--- src/rtl/mul_seq_pkg.sv ---
// mul_seq_pkg -- shared definitions for the arbitrated sequential multiplier.
//
// Contents:
//   MUL_N_DEFAULT : default operand width in bits
//   state_t       : controller states (IDLE / BUSY / DONE)
//
// Build option (used by mul_seq_arb): MUL_SEQ_EARLY_EXIT_EN

package mul_seq_pkg;

    localparam int MUL_N_DEFAULT = 16;

    typedef enum logic [1:0] {
        ST_IDLE = 2'd0,
        ST_BUSY = 2'd1,
        ST_DONE = 2'd2
    } state_t;

endpackage : mul_seq_pkg

--- src/rtl/mul_seq_arb_rr_arb2.sv ---
// rr_arb2 -- two-input round-robin arbiter.
//
// Ports:
//   clk, rst_n  : clock, asynchronous active-low reset
//   valid[1:0]  : request lines
//   accept      : the granted request was taken this cycle
//   grant[1:0]  : one-hot grant (all zero when nobody is valid)
//   grant_id    : index of the granted requester
//   ptr         : priority pointer (favoured requester on contention)
//
// A lone valid requester always wins. On contention the pointer decides.
// The pointer toggles on every accept and resets to requester 0.

module rr_arb2
    import mul_seq_pkg::*;
(
    input  logic       clk,
    input  logic       rst_n,
    input  logic [1:0] valid,
    input  logic       accept,
    output logic [1:0] grant,
    output logic       grant_id,
    output logic       ptr
);

    always_comb begin
        grant_id = ptr;
        if (valid[0] && !valid[1]) begin
            grant_id = 1'b0;
        end else if (valid[1] && !valid[0]) begin
            grant_id = 1'b1;
        end
        grant = 2'b00;
        if (valid != 2'b00) begin
            grant = grant_id ? 2'b10 : 2'b01;
        end
    end

    always_ff @(posedge clk or negedge rst_n) begin
        if (!rst_n) begin
            ptr <= 1'b0;
        end else if (accept) begin
            ptr <= ~ptr;
        end
    end

endmodule : rr_arb2

--- src/rtl/mul_seq_arb.sv ---
// mul_seq_arb -- one shift-and-add multiplier shared by two requesters.
//
// Parameters:
//   N          : operand width (2..32), product is 2N bits
// Ports:
//   clk, rst_n                 : clock, asynchronous active-low reset
//   req0_valid/a/b, req0_ready : requester 0 operand handshake
//   req1_valid/a/b, req1_ready : requester 1 operand handshake
//   rsp_valid/rsp_ready        : product handshake
//   rsp_id                     : requester that owns rsp_prod
//   rsp_prod                   : unsigned product a*b
//   busy                       : controller is not idle
//   dbg_state                  : current controller state (state_t encoding)
//
// Handshake: a transfer happens on a rising edge where valid and ready are
// both high. reqX_ready is only ever high in IDLE for the granted, valid
// requester; rsp_valid is held with stable id/product until rsp_ready.
//
// Build option: define MUL_SEQ_EARLY_EXIT_EN to finish as soon as the
// remaining multiplier bits are all zero (at least one step, at most N).

module mul_seq_arb
    import mul_seq_pkg::*;
#(
    parameter int N = MUL_N_DEFAULT
) (
    input  logic           clk,
    input  logic           rst_n,
    input  logic           req0_valid,
    input  logic [N-1:0]   req0_a,
    input  logic [N-1:0]   req0_b,
    output logic           req0_ready,
    input  logic           req1_valid,
    input  logic [N-1:0]   req1_a,
    input  logic [N-1:0]   req1_b,
    output logic           req1_ready,
    output logic           rsp_valid,
    input  logic           rsp_ready,
    output logic           rsp_id,
    output logic [2*N-1:0] rsp_prod,
    output logic           busy,
    output logic [1:0]     dbg_state
);

    localparam int CW = $clog2(N);

    state_t           state;
    logic [N-1:0]     mcand;
    logic [N-1:0]     mplier;
    logic [2*N-1:0]   acc;
    logic [CW-1:0]    cnt;
    // Low during reset and for the first cycle after release, so no
    // request is offered ready while rst_n is asserted.
    logic             armed;

    logic [1:0]       grant;
    logic             grant_id;
    logic             arb_ptr;
    logic             accept;
    logic             in_idle;
    logic [2*N-1:0]   addend;
    logic             last_step;

    assign in_idle    = (state == ST_IDLE) && armed;
    assign req0_ready = in_idle && grant[0];
    assign req1_ready = in_idle && grant[1];
    assign accept     = req0_ready || req1_ready;

    rr_arb2 u_arb (
        .clk      (clk),
        .rst_n    (rst_n),
        .valid    ({req1_valid, req0_valid}),
        .accept   (accept),
        .grant    (grant),
        .grant_id (grant_id),
        .ptr      (arb_ptr)
    );

    always_comb begin
        addend = {{N{1'b0}}, mcand} << cnt;
`ifdef MUL_SEQ_EARLY_EXIT_EN
        // Stop once the multiplier left after this step's shift is zero.
        last_step = (cnt == CW'(N - 1)) || (mplier[N-1:1] == '0);
`else
        last_step = (cnt == CW'(N - 1));
`endif
    end

    always_ff @(posedge clk or negedge rst_n) begin
        if (!rst_n) begin
            state     <= ST_IDLE;
            armed     <= 1'b0;
            mcand     <= '0;
            mplier    <= '0;
            acc       <= '0;
            cnt       <= '0;
            rsp_id    <= 1'b0;
            rsp_valid <= 1'b0;
            busy      <= 1'b0;
        end else begin
            armed <= 1'b1;
            case (state)
                ST_IDLE: begin
                    if (accept) begin
                        mcand  <= grant_id ? req1_a : req0_a;
                        mplier <= grant_id ? req1_b : req0_b;
                        rsp_id <= grant_id;
                        acc    <= '0;
                        cnt    <= '0;
                        busy   <= 1'b1;
                        state  <= ST_BUSY;
                    end
                end
                ST_BUSY: begin
                    if (mplier[0]) begin
                        acc <= acc + addend;
                    end
                    mplier <= mplier >> 1;
                    cnt    <= cnt + 1'b1;
                    if (last_step) begin
                        rsp_valid <= 1'b1;
                        state     <= ST_DONE;
                    end
                end
                ST_DONE: begin
                    if (rsp_ready) begin
                        rsp_valid <= 1'b0;
                        busy      <= 1'b0;
                        state     <= ST_IDLE;
                    end
                end
                default: begin
                    rsp_valid <= 1'b0;
                    busy      <= 1'b0;
                    state     <= ST_IDLE;
                end
            endcase
        end
    end

    assign rsp_prod  = acc;
    assign dbg_state = state;

endmodule : mul_seq_arb

--- config.mk ---
export PLATFORM = sky130hd
export DESIGN_NAME = mul_seq_arb
export DESIGN_NICKNAME = d
export VERILOG_FILES = /design/src/rtl/mul_seq_pkg.sv /design/src/rtl/mul_seq_arb_rr_arb2.sv /design/src/rtl/mul_seq_arb.sv
export SDC_FILE = /design/constraint.sdc
export NUM_CORES = 1
export LEC_CHECK = 0
export BUFFER_PORTS_ARGS = -buffer_cell sky130_fd_sc_hd__buf_4
export CAP_MARGIN = 20
export CORE_MARGIN = 1
export CORE_UTILIZATION = 45
export DETAILED_ROUTE_END_ITERATION = 8
export GPL_TIMING_DRIVEN = 0
export PLACE_DENSITY = 0.77
export SYNTH_ARGS = -nofsm -noshare
export SYNTH_HDL_FRONTEND = slang
export SYNTH_HIERARCHICAL = 1
export SYNTH_SLANG_ARGS = --single-unit
export TNS_END_PERCENT = 100
--- constraint.sdc ---
create_clock -name clk -period 9.1 [get_ports clk]
set_input_delay 0.91 -clock clk [delete_from_list [all_inputs] [get_ports clk]]
set_output_delay 0.91 -clock clk [all_outputs]
set_load 0.005 [all_outputs]
==> impl_metrics.tcl <==
set metrics [dict create \
    reg2reg_depth 16 \
    p_int_mw 1.692 \
    drc_errors 0 \
    initial_utilization 0.4625 \
    outcome "complete, no violations" \
    finalSetupViolations 0 \
    dieArea_mm2 0.01348 \
    worstReg2RegEnd "rsp_prod[31]" \
    synth_top_area_share 0.3202 \
    yosys_warnings 6 \
    vias 5545 \
    critPathRequiredTime_ps 9330 \
    fin_skew_ps 10.73 \
    synth_compound_area_frac 0.2395 \
    synth-adder-area-share 0.07365 \
    yosysMostFrequentCell "nand2_1" \
    clock_path_buffers 2 \
    grt_pass1_wl_mm 25.36 \
    antenna_found_initial 0 \
    synthCells 706 \
    synth_top_family_by_area "compound AO/OA/AOI/OAI gates" \
    cts_buffers 9 \
    insertion_delay_ps 350 \
    p_total_mw 3.322 \
    p_leak_nw 3.358 \
    synth_simple_gate_area_share 0.1860 \
    power_density_mw_per_mm2 462.5 \
    gp_congestion 0.9163 \
    holdPathEnd "rsp_id" \
    area_growth_pct 22.54 \
    yosys-top-cells-area "dfrtp_1, mux2i_1, ha_1, nand2_1, o21ai_0" \
    tritoncts "done" \
    min_path_cells 2 \
    wl_per_cell_um 15.50 \
    finalSetupTns_ps 0 \
    min_period_ps 3992 \
    ir_drop_v 0.0001715 \
    ys_async_sr_fraction 1.000 \
    drtIter0Drc 367 \
    cts_setup_buffers 0 \
    drive_gt1_frac 0.2123 \
    hold_start "rsp_id" \
    drt-total-wl_mm 15.52 \
    diodes 0 \
    crit_start "cnt[0]" \
    hp-class "register to register" \
    endpoint_kind "register" \
    cts_root_buf "clkbuf_16" \
    yosysTopAreaCell "dfrtp_1" \
    hold_viol_final 0 \
    cts_resized 0 \
    maxSlewHeadroom 0.3720 \
    regToRegSetupSlack_ps 5110 \
    worstMarginPinSlew_ps 942.0 \
    seqPwrFrac 0.189 \
    holdBufCountCts 0 \
    design_area_mm2 0.007182 \
    rsz0062_at_grt "no" \
    synth-seq-cells 75 \
    post-route-period-util 0.4387 \
    max_freq_mhz 250.5 \
    p_switching_mw 1.630 \
    drv_cap 0 \
    overflow 0 \
    comb_power_share 0.700 \
    cp-start-kind "register" \
    crit_arrival_ps 4230 \
    core-area_mm2 0.01267 \
    cts.clk_slew.worst_paths_ps 60 \
    dp.final_hpwl_mm 12.14 \
    yosysUniqueCellTypes 73 \
    grt_pass1_vias 5077 \
    dpl-instance-area_mm2 0.006879 \
    io_buffer_count 107 \
    p_sw_frac 0.4907 \
    syn_avg_cell_area_um2 8.301 \
    synthesis.area_mm2 0.005861 \
    grt_max_degree 76 \
    worstSetupPathType "register to register" \
    fp.dieH_um 116.1 \
    clockPowerShare 0.111 \
    dr.pass1.iters 5 \
    io_pins 108 \
    grt.total_usage 0.2457 \
    synth_edf_count 0 \
    die_w_um 116.1 \
    syn_nets 808 \
    reg2reg_from "cnt[0]" \
    ant_nets 0 \
    synth_xor_area_frac 0.03437 \
    drv_slew 0 \
    synth_commonest_cells "nand2_1, dfrtp_1, o21ai_0" \
    path_max_fanout 10 \
    viasPerCell 5.539 \
    cts.sinks 75 \
    htreeDepth 3 \
    yosysSeqAreaShare 0.3202 \
    synth-main-ff-cell "dfrtp_1" \
    fin_nets 926 \
    synth.mux.area_fraction 0.09714 \
    rows 41 \
]
[metrics by stage]
stage                     cells  worst slack, ps    util  hold slack (ps)
after floorplan             706             5739       -            460.0
after global placement      985             5169  0.5429            463.7
after detailed placement    985             5192  0.5429            468.4
after CTS                  1001             5162  0.5668            486.6
after global routing       1001             4864  0.5668            532.9
final                      1001             5108  0.5668            484.0
[area by class of cell]
cell class,instances,area [um2]
tap,172,215.2
buffer,48,227.7
sequential,75,1877
multi-input combinational,568,3700
clock inverter,6,73.82
inverter,15,56.30
timing repair buffer,107,803.3
fill,1184,5489
clock buffer,10,229.0
[flip-flops by register name, summed over array words and instances (netlist names)]
| name | cells |
|---|---|
| busy | 1 |
| mcand | 16 |
| rsp_id | 1 |
| cnt | 4 |
| dbg_state | 2 |
| mplier | 16 |
| u_arb/ptr | 1 |
| rsp_valid | 1 |
| armed | 1 |
| rsp_prod | 32 |
[worst max-delay path by stage]
stage | depth (start not counted) | to | slack [ps]
2_1_floorplan | 16 | rsp_prod[24] | 5740
3_3_place_gp | 16 | rsp_prod[31] | 5170
3_5_place_dp | 16 | rsp_prod[31] | 5190
4_1_cts | 16 | rsp_prod[31] | 5160
5_1_grt | 16 | rsp_prod[31] | 4860
6_report | 16 | rsp_prod[31] | 5110
[power groups by stage]
stage | combinational, mW | sequential, mW | clock (mW)
after floorplan | 1.73 | 0.599 | 0
after global placement | 2.28 | 0.628 | 0
after detailed placement | 2.31 | 0.630 | 0
after CTS | 2.31 | 0.626 | 0.376
after global routing | 2.61 | 0.648 | 0.390
final | 2.33 | 0.627 | 0.369
[per-layer routing]
layer	global-route usage	vias to the layer above	part of all wire
li1	-	2801	-
met1	0.3349	2563	0.47
met2	0.3869	157	0.45
met3	0.05397	24	0.052
met4	0.08120	0	0.021
met5	0	-	0
[cells in the final DEF, fill, tap and decap left out, types with 8 or more instances in the layout]
master	Yosys	final
clkbuf_16	0	9
ha_1	32	32
clkbuf_1	28	29
xnor2_1	15	15
nor3_1	10	10
o21ai_0	71	71
nor2_1	43	43
a21o_1	12	12
inv_1	15	15
nand2_1	105	105
nand3_1	26	26
buf_4	2	109
nand4_1	12	12
mux2i_1	49	49
and2_1	8	8
o221a_2	15	15
dfrtp_1	75	75
xor2_1	8	8
a21oi_1	61	61
[kinds of logic (layout without fill, tap and decap cells)]
| group | after synthesis | after routing |
|---|---|---|
| AOI/OAI and AO/OA | 217 | 217 |
| xor gates and xnor gates | 23 | 23 |
| buffers and inverters | 63 | 186 |
| DFF | 75 | 75 |
| adders and majority gates | 34 | 34 |
| and+or+nand+nor | 238 | 238 |
| muxes | 55 | 55 |
| other | 1 | 1 |
[critical path, stage by stage, from the launching register on]
cell,delay (ps)
dfrtp_1,360
buf_2,200
buf_1,400
mux2i_1,290
nand2_1,70
o21ai_0,140
nor2_1,70
a21oi_1,210
o22ai_1,170
ha_1,390
a21oi_2,210
o21a_1,200
o21ai_1,110
o2111ai_2,350
a211oi_1,160
or2_0,230
a311o_1,310
Note: power is estimated with default switching activity, not from simulation.
